File: src/rtl/sync_load_arb.sv
// Round-robin arbiter/sequencer in front of a bank of load-enabled sync registers:
// one grant at a time, a single enabled-clock ld strobe per transfer, then an ack pulse.

module sync_load_arb_lane #(
    parameter int AW = 3,
    parameter int DW = 16
) (
    input  logic             req,
    input  logic             ack,
    input  logic [AW-1:0]    addr,
    input  logic [DW-1:0]    data,
    output logic             elig,
    output logic [AW+DW-1:0] xfer
);
    // Masked while its ack is out, so a requester still dropping req is not re-granted.
    assign elig = req & ~ack;
    assign xfer = {addr, data};
endmodule

module sync_load_arb #(
    parameter int NREQ = 4,
    parameter int DW   = 16,
    parameter int AW   = 3,
    parameter int HOLD = 1
) (
    input  logic                 sys_clk,
    input  logic                 reset,
    input  logic                 clk,
    input  logic [NREQ-1:0]      req,
    input  logic [NREQ*AW-1:0]   req_addr,
    input  logic [NREQ*DW-1:0]   req_data,
    output logic [NREQ-1:0]      ack,
    output logic [DW-1:0]        d,
    output logic [(1<<AW)-1:0]   ld,
    output logic                 busy,
    output logic [2:0]           gnt_id
);
    localparam int IW = 3;

    typedef enum logic [1:0] {S_IDLE, S_LOAD, S_HOLD} state_t;
    typedef struct packed {
        logic [AW-1:0] addr;
        logic [DW-1:0] data;
    } xfer_t;

    state_t                state, state_nxt;
    xfer_t [NREQ-1:0]      lane_x;
    xfer_t                 sel_x, lat;
    logic [NREQ-1:0]       elig;
    logic [7:0]            elig_w;
    logic [IW-1:0]         ptr, pick, cand_idx;
    logic                  pick_vld;
    logic [3:0]            hold_cnt;
    logic [DW-1:0]         d_last;
    logic                  grant_edge, load_edge;

    genvar gi;
    generate
        for (gi = 0; gi < NREQ; gi++) begin : g_lane
            sync_load_arb_lane #(.AW(AW), .DW(DW)) u_lane (
                .req  (req[gi]),
                .ack  (ack[gi]),
                .addr (req_addr[gi*AW +: AW]),
                .data (req_data[gi*DW +: DW]),
                .elig (elig[gi]),
                .xfer (lane_x[gi])
            );
        end
    endgenerate

    // Search starts just past the last grantee, so it drops to lowest priority.
    always_comb begin
        elig_w           = '0;
        elig_w[NREQ-1:0] = elig;
        pick             = '0;
        pick_vld         = 1'b0;
        cand_idx         = '0;
        for (int k = 1; k <= NREQ; k++) begin
            cand_idx = IW'((int'(ptr) + k) % NREQ);
            if (!pick_vld && elig_w[cand_idx]) begin
                pick_vld = 1'b1;
                pick     = cand_idx;
            end
        end
    end

    always_comb begin
        sel_x = '0;
        for (int i = 0; i < NREQ; i++)
            if (pick == IW'(i)) sel_x = lane_x[i];
    end

    assign grant_edge = clk && (state == S_IDLE) && pick_vld;
    assign load_edge  = clk && (state == S_LOAD);

    always_ff @(posedge sys_clk) begin
        if (reset) state <= S_IDLE;
        else       state <= state_nxt;
    end

    always_comb begin
        state_nxt = state;
        if (clk) begin
            case (state)
                S_IDLE:  if (pick_vld) state_nxt = S_LOAD;
                S_LOAD:  state_nxt = (HOLD == 0) ? S_IDLE : S_HOLD;
                S_HOLD:  if (hold_cnt <= 4'd1) state_nxt = S_IDLE;
                default: state_nxt = S_IDLE;
            endcase
        end
    end

    // ld is gated by reset so an aborted LOAD never reaches the bank.
    always_comb begin
        ld   = '0;
        d    = d_last;
        busy = (state != S_IDLE);
        if (state == S_LOAD) begin
            d = lat.data;
            if (clk && !reset) ld[lat.addr] = 1'b1;
        end
    end

    always_ff @(posedge sys_clk) begin
        if (reset) begin
            lat      <= '0;
            ptr      <= IW'(NREQ - 1);
            gnt_id   <= '0;
            hold_cnt <= '0;
            ack      <= '0;
            d_last   <= '0;
        end else begin
            for (int i = 0; i < NREQ; i++)
                ack[i] <= load_edge && (gnt_id == IW'(i));
            if (grant_edge) begin
                lat    <= sel_x;
                ptr    <= pick;
                gnt_id <= pick;
            end
            if (load_edge) begin
                d_last   <= lat.data;
                hold_cnt <= 4'(HOLD);
            end else if (clk && state == S_HOLD && hold_cnt != 4'd0) begin
                hold_cnt <= hold_cnt - 4'd1;
            end
        end
    end

    a_ld_onehot:  assert property (@(posedge sys_clk) disable iff (reset) $onehot0(ld));
    a_ack_onehot: assert property (@(posedge sys_clk) disable iff (reset) $onehot0(ack));
    a_ld_in_load: assert property (@(posedge sys_clk) (ld != '0) |-> (state == S_LOAD));
endmodule

File: config.mk
export PLATFORM = sky130hd
export DESIGN_NAME = sync_load_arb
export DESIGN_NICKNAME = d
export VERILOG_FILES = /design/src/rtl/sync_load_arb.sv
export SDC_FILE = /design/constraint.sdc
export NUM_CORES = 1
export LEC_CHECK = 0
export ABC_AREA = 1
export CORE_MARGIN = 4
export CORE_UTILIZATION = 25
export CTS_BUF_LIST = sky130_fd_sc_hd__clkbuf_16
export DETAILED_ROUTE_END_ITERATION = 10
export MAX_ROUTING_LAYER = met4
export SLEW_MARGIN = 40
export SYNTH_ARGS = -nofsm -noshare
export SYNTH_HDL_FRONTEND = slang
export SYNTH_SLANG_ARGS = --single-unit
File: constraint.sdc
create_clock -name sys_clk -period 4.23 [get_ports sys_clk]
set_input_delay 1.0575 -clock sys_clk [delete_from_list [all_inputs] [get_ports sys_clk]]
set_output_delay 1.0575 -clock sys_clk [all_outputs]
set_load 0.01 [all_outputs]
==> flow_summary.yaml <==
sta:
  holdWs_ns: 0.449
  setup_violations: 0
  tns_ns: 0
  finalCriticalPeriod_ns: 3.85
  slew_viol_final: 0
  fin_crit_sh_pct: 91.0
  relSlewSlack_pct: 52.5
  clock-skew-final_ns: 0.00809
  layout_setup_ws_ns: 0.379
  timing.fmax_mhz: 260
  worst_pin_slew_ns: 0.711
  hold_violations: 0
  rsz0062_at_grt: "no"
cts:
  cts-root-buf: "clkbuf_16"
  cts_made_buffers: 5
  htreeDepth: 2
  cts.sinks: 49
  post_cts_buffers: 0
  ctsResizeCount: 0
  path_clk_slew_ns: 0.07
  cts_tree: "yes"
  clk_latency_ns: 0.29
  hold_buffers: 0
  cts_buffer_depth: 2
drt:
  ant_nets: 0
  route.final.wire_length_mm: 9.80
  drt_first_pass_iters: 5
  detail_route.iter0.violations: 192
  vias_per_cell: 4.55
  vias: 3434
  wl_per_cell_um: 13.0
  drc_errors: 0
critical_path:
  cp_slowest_cell: "clkdlybuf4s50_1"
  cp_top_family: "buffers and inverters"
  r2r-start: "ptr[0]"
  crit_chain: "clkdlybuf4s50_1, inv_1, nor2_1, inv_1, nor4_1, clkdlybuf4s50_1"
  reg2reg_to: "lat[15]"
  cpPeakStageDelay_ns: 0.60
  critical_path_arrival_ns: 2.79
  cp.buffers_inverters: 4
  crit_path_end_kind: "primary output"
  cp_max_fo: 4
  reg2reg_slack_ns: 1.57
  r2r_cells: 15
  crit_type: "in -> out"
  required_ns: 3.17
  startpoint_type: "input port"
hold_path:
  min_to: "d_last[15]"
  worstHoldStart: "d_last[15]"
  min_path_cells: 2
  hp-class: "reg -> reg"
final_layout:
  antenna_cells: 0
  syn2layout_area_growth_pct: 42.6
  nNetsFinal: 666
  final_area_um2: 4590
  multi_input_area_um2: 1810
  nFillCells: 1356
  fin_cells: 754
  regArea_um2: 981
  utilization_pct: 36.4
  drive_gt1_share_pct: 8.93
power_and_ir_drop:
  p_per_area_nw_per_um2: 434
  p_leak_nw: 1.77
  p_comb_share_pct: 48.5
  seqPwrFrac_pct: 29.3
  switching_share_pct: 40.7
  intPower_mw: 1.18
  peakVddDrop_uv: 281
  finalPower_mw: 1.99
  p_switching_uw: 811
  clockPowerShare_pct: 22.3
placed_design:
  hpwlAfterDp_mm: 7.72
  port_buffers: 113
  post-place-cells: 746
  gp_routability_congestion: 0.834
  postPlaceCellArea_um2: 4430
  pre_cts_ws_ns: 0.392
synth:
  syn_inst: 488
  synth_seq_cells: 49
  synth-xor-area-share_pct: 0
  synth_area_leaders: "dfxtp_1, nand2_1, nand3_1"
  syn-num-nets: 573
  synthFlopType: "dfxtp_1"
  synth.distinct_cells: 33
  synth-compound-area-share_pct: 15.0
  synth-simple-area-share_pct: 39.9
  yosysSeqAreaShare_pct: 30.5
  yosys.area_share.adder_pct: 0.777
  synth_top_area_cell: "dfxtp_1"
  synth_edf_count: 0
  yosys-mux-area-fraction_pct: 0
  synth_top_family_by_area: "simple AND/OR/NAND/NOR gates"
  synth_top_area_share_pct: 30.5
  avgSynthCellArea_um2: 6.60
  synth_area_um2: 3220
  synth_warnings: 0
  synth-async-reset-ratio_pct: 0
floorplan:
  die_w_um: 122
  die-area_um2: 14800
  io_pins: 115
  core_area_um2: 12600
  chipHeight_um: 122
  fp-row-count: 41
  start_util_pct: 25.5
flow_run:
  drv_cap: 0
run_status:
  status: "finished, final reports clean"
grt:
  antenna_found_initial: 0
  gr-total-overflow: 0
  grt_max_degree: 55
  grt_pass1_vias: 3298
  grt_pass1_wl_mm: 16.0
  grtUsageTotal_pct: 13.7
==> routing by layer <==
layer / track usage, % / routed length, um / vias up
met1: 18.1 / 4500 / 1527
met3: 2.05 / 541 / 7
met2: 21.9 / 4680 / 107
met4: 3.36 / 91 / 0
li1: - / - / 1793
met5: - / 0 / -
==> synth_stat cells, types with 2 or more instances <==
cell type,count
or2_2,2
nand3_1,64
nor3_1,5
nand3b_1,15
o21bai_1,15
buf_4,7
nor2_2,2
o211ai_1,2
nand4_1,16
inv_1,49
buf_6,6
a211oi_1,2
a21oi_2,6
clkbuf_1,13
inv_2,5
dfxtp_1,49
nand2_2,6
a21oi_1,18
buf_2,7
ha_1,2
nor2_1,27
nor4_1,4
clkinv_1,2
o21ai_0,37
nand2_1,108
nand3_2,12
==> cell usage in the layout (no fill, tap or decap), drive strengths merged, types with 3 or more instances in the layout <==
| master | netlist | layout |
|---|---|---|
| nand2 | 114 | 114 |
| clkdlybuf4s50 | 0 | 113 |
| nand3 | 76 | 76 |
| inv | 55 | 55 |
| dfxtp | 49 | 49 |
| o21ai | 37 | 37 |
| nor2 | 30 | 30 |
| a21oi | 24 | 24 |
| nand4 | 16 | 16 |
| o21bai | 15 | 15 |
| nand3b | 15 | 15 |
| buf | 21 | 8 |
| nor3 | 5 | 5 |
| clkbuf | 14 | 5 |
| nor4 | 4 | 4 |
| clkinv | 2 | 3 |
==> tightest hold or removal path: stages (launching register included) <==
cell and delay, ns:
dfxtp_1 0.30, inv_1 0.05, a21oi_1 0.05
==> flip-flops by register name (all words and copies together) (netlist names) <==
register  flops
lat          19
d_last       16
ack           4
hold_cnt      4
gnt_id        2
ptr           2
state         2
==> logic make-up after synthesis <==
logic type	after synthesis
fa+ha+maj	2
other cells	1
compound gates	82
buf+inv	92
simple gates	262
flops	49
==> layout make-up <==
cell class              instances  share of cell area [%]
flip-flops and latches         49                    21.4
well taps                     172                    4.69
repair buffers                121                    26.2
inverters                      57                    4.77
clock inverters                 3                   0.899
multi-input cells             347                    39.3
clock buffers                   5                    2.72
==> power groups by stage <==
stage | Combinational (mW) | Sequential [mW] | Clock [mW]
final | 0.966 | 0.584 | 0.444
after detailed placement | 0.975 | 0.592 | 0
after floorplan | 0.744 | 0.572 | 0
after global routing | 1.08 | 0.594 | 0.476
after CTS | 0.976 | 0.582 | 0.453
after global placement | 0.953 | 0.592 | 0
==> how the worst max path moves through the flow <==
| stage | start | end | slack, ns | cells after the start |
|---|---|---|---|---|
| floorplan | clk | ld[2] | 1.44 | 4 |
| global placement | clk | ld[2] | 0.47 | 6 |
| detailed placement | clk | ld[5] | 0.39 | 6 |
| CTS | clk | ld[5] | 0.39 | 6 |
| global route | clk | ld[2] | 0.32 | 6 |
| finish | clk | ld[5] | 0.38 | 6 |
Power figures use the tool's default switching activity.
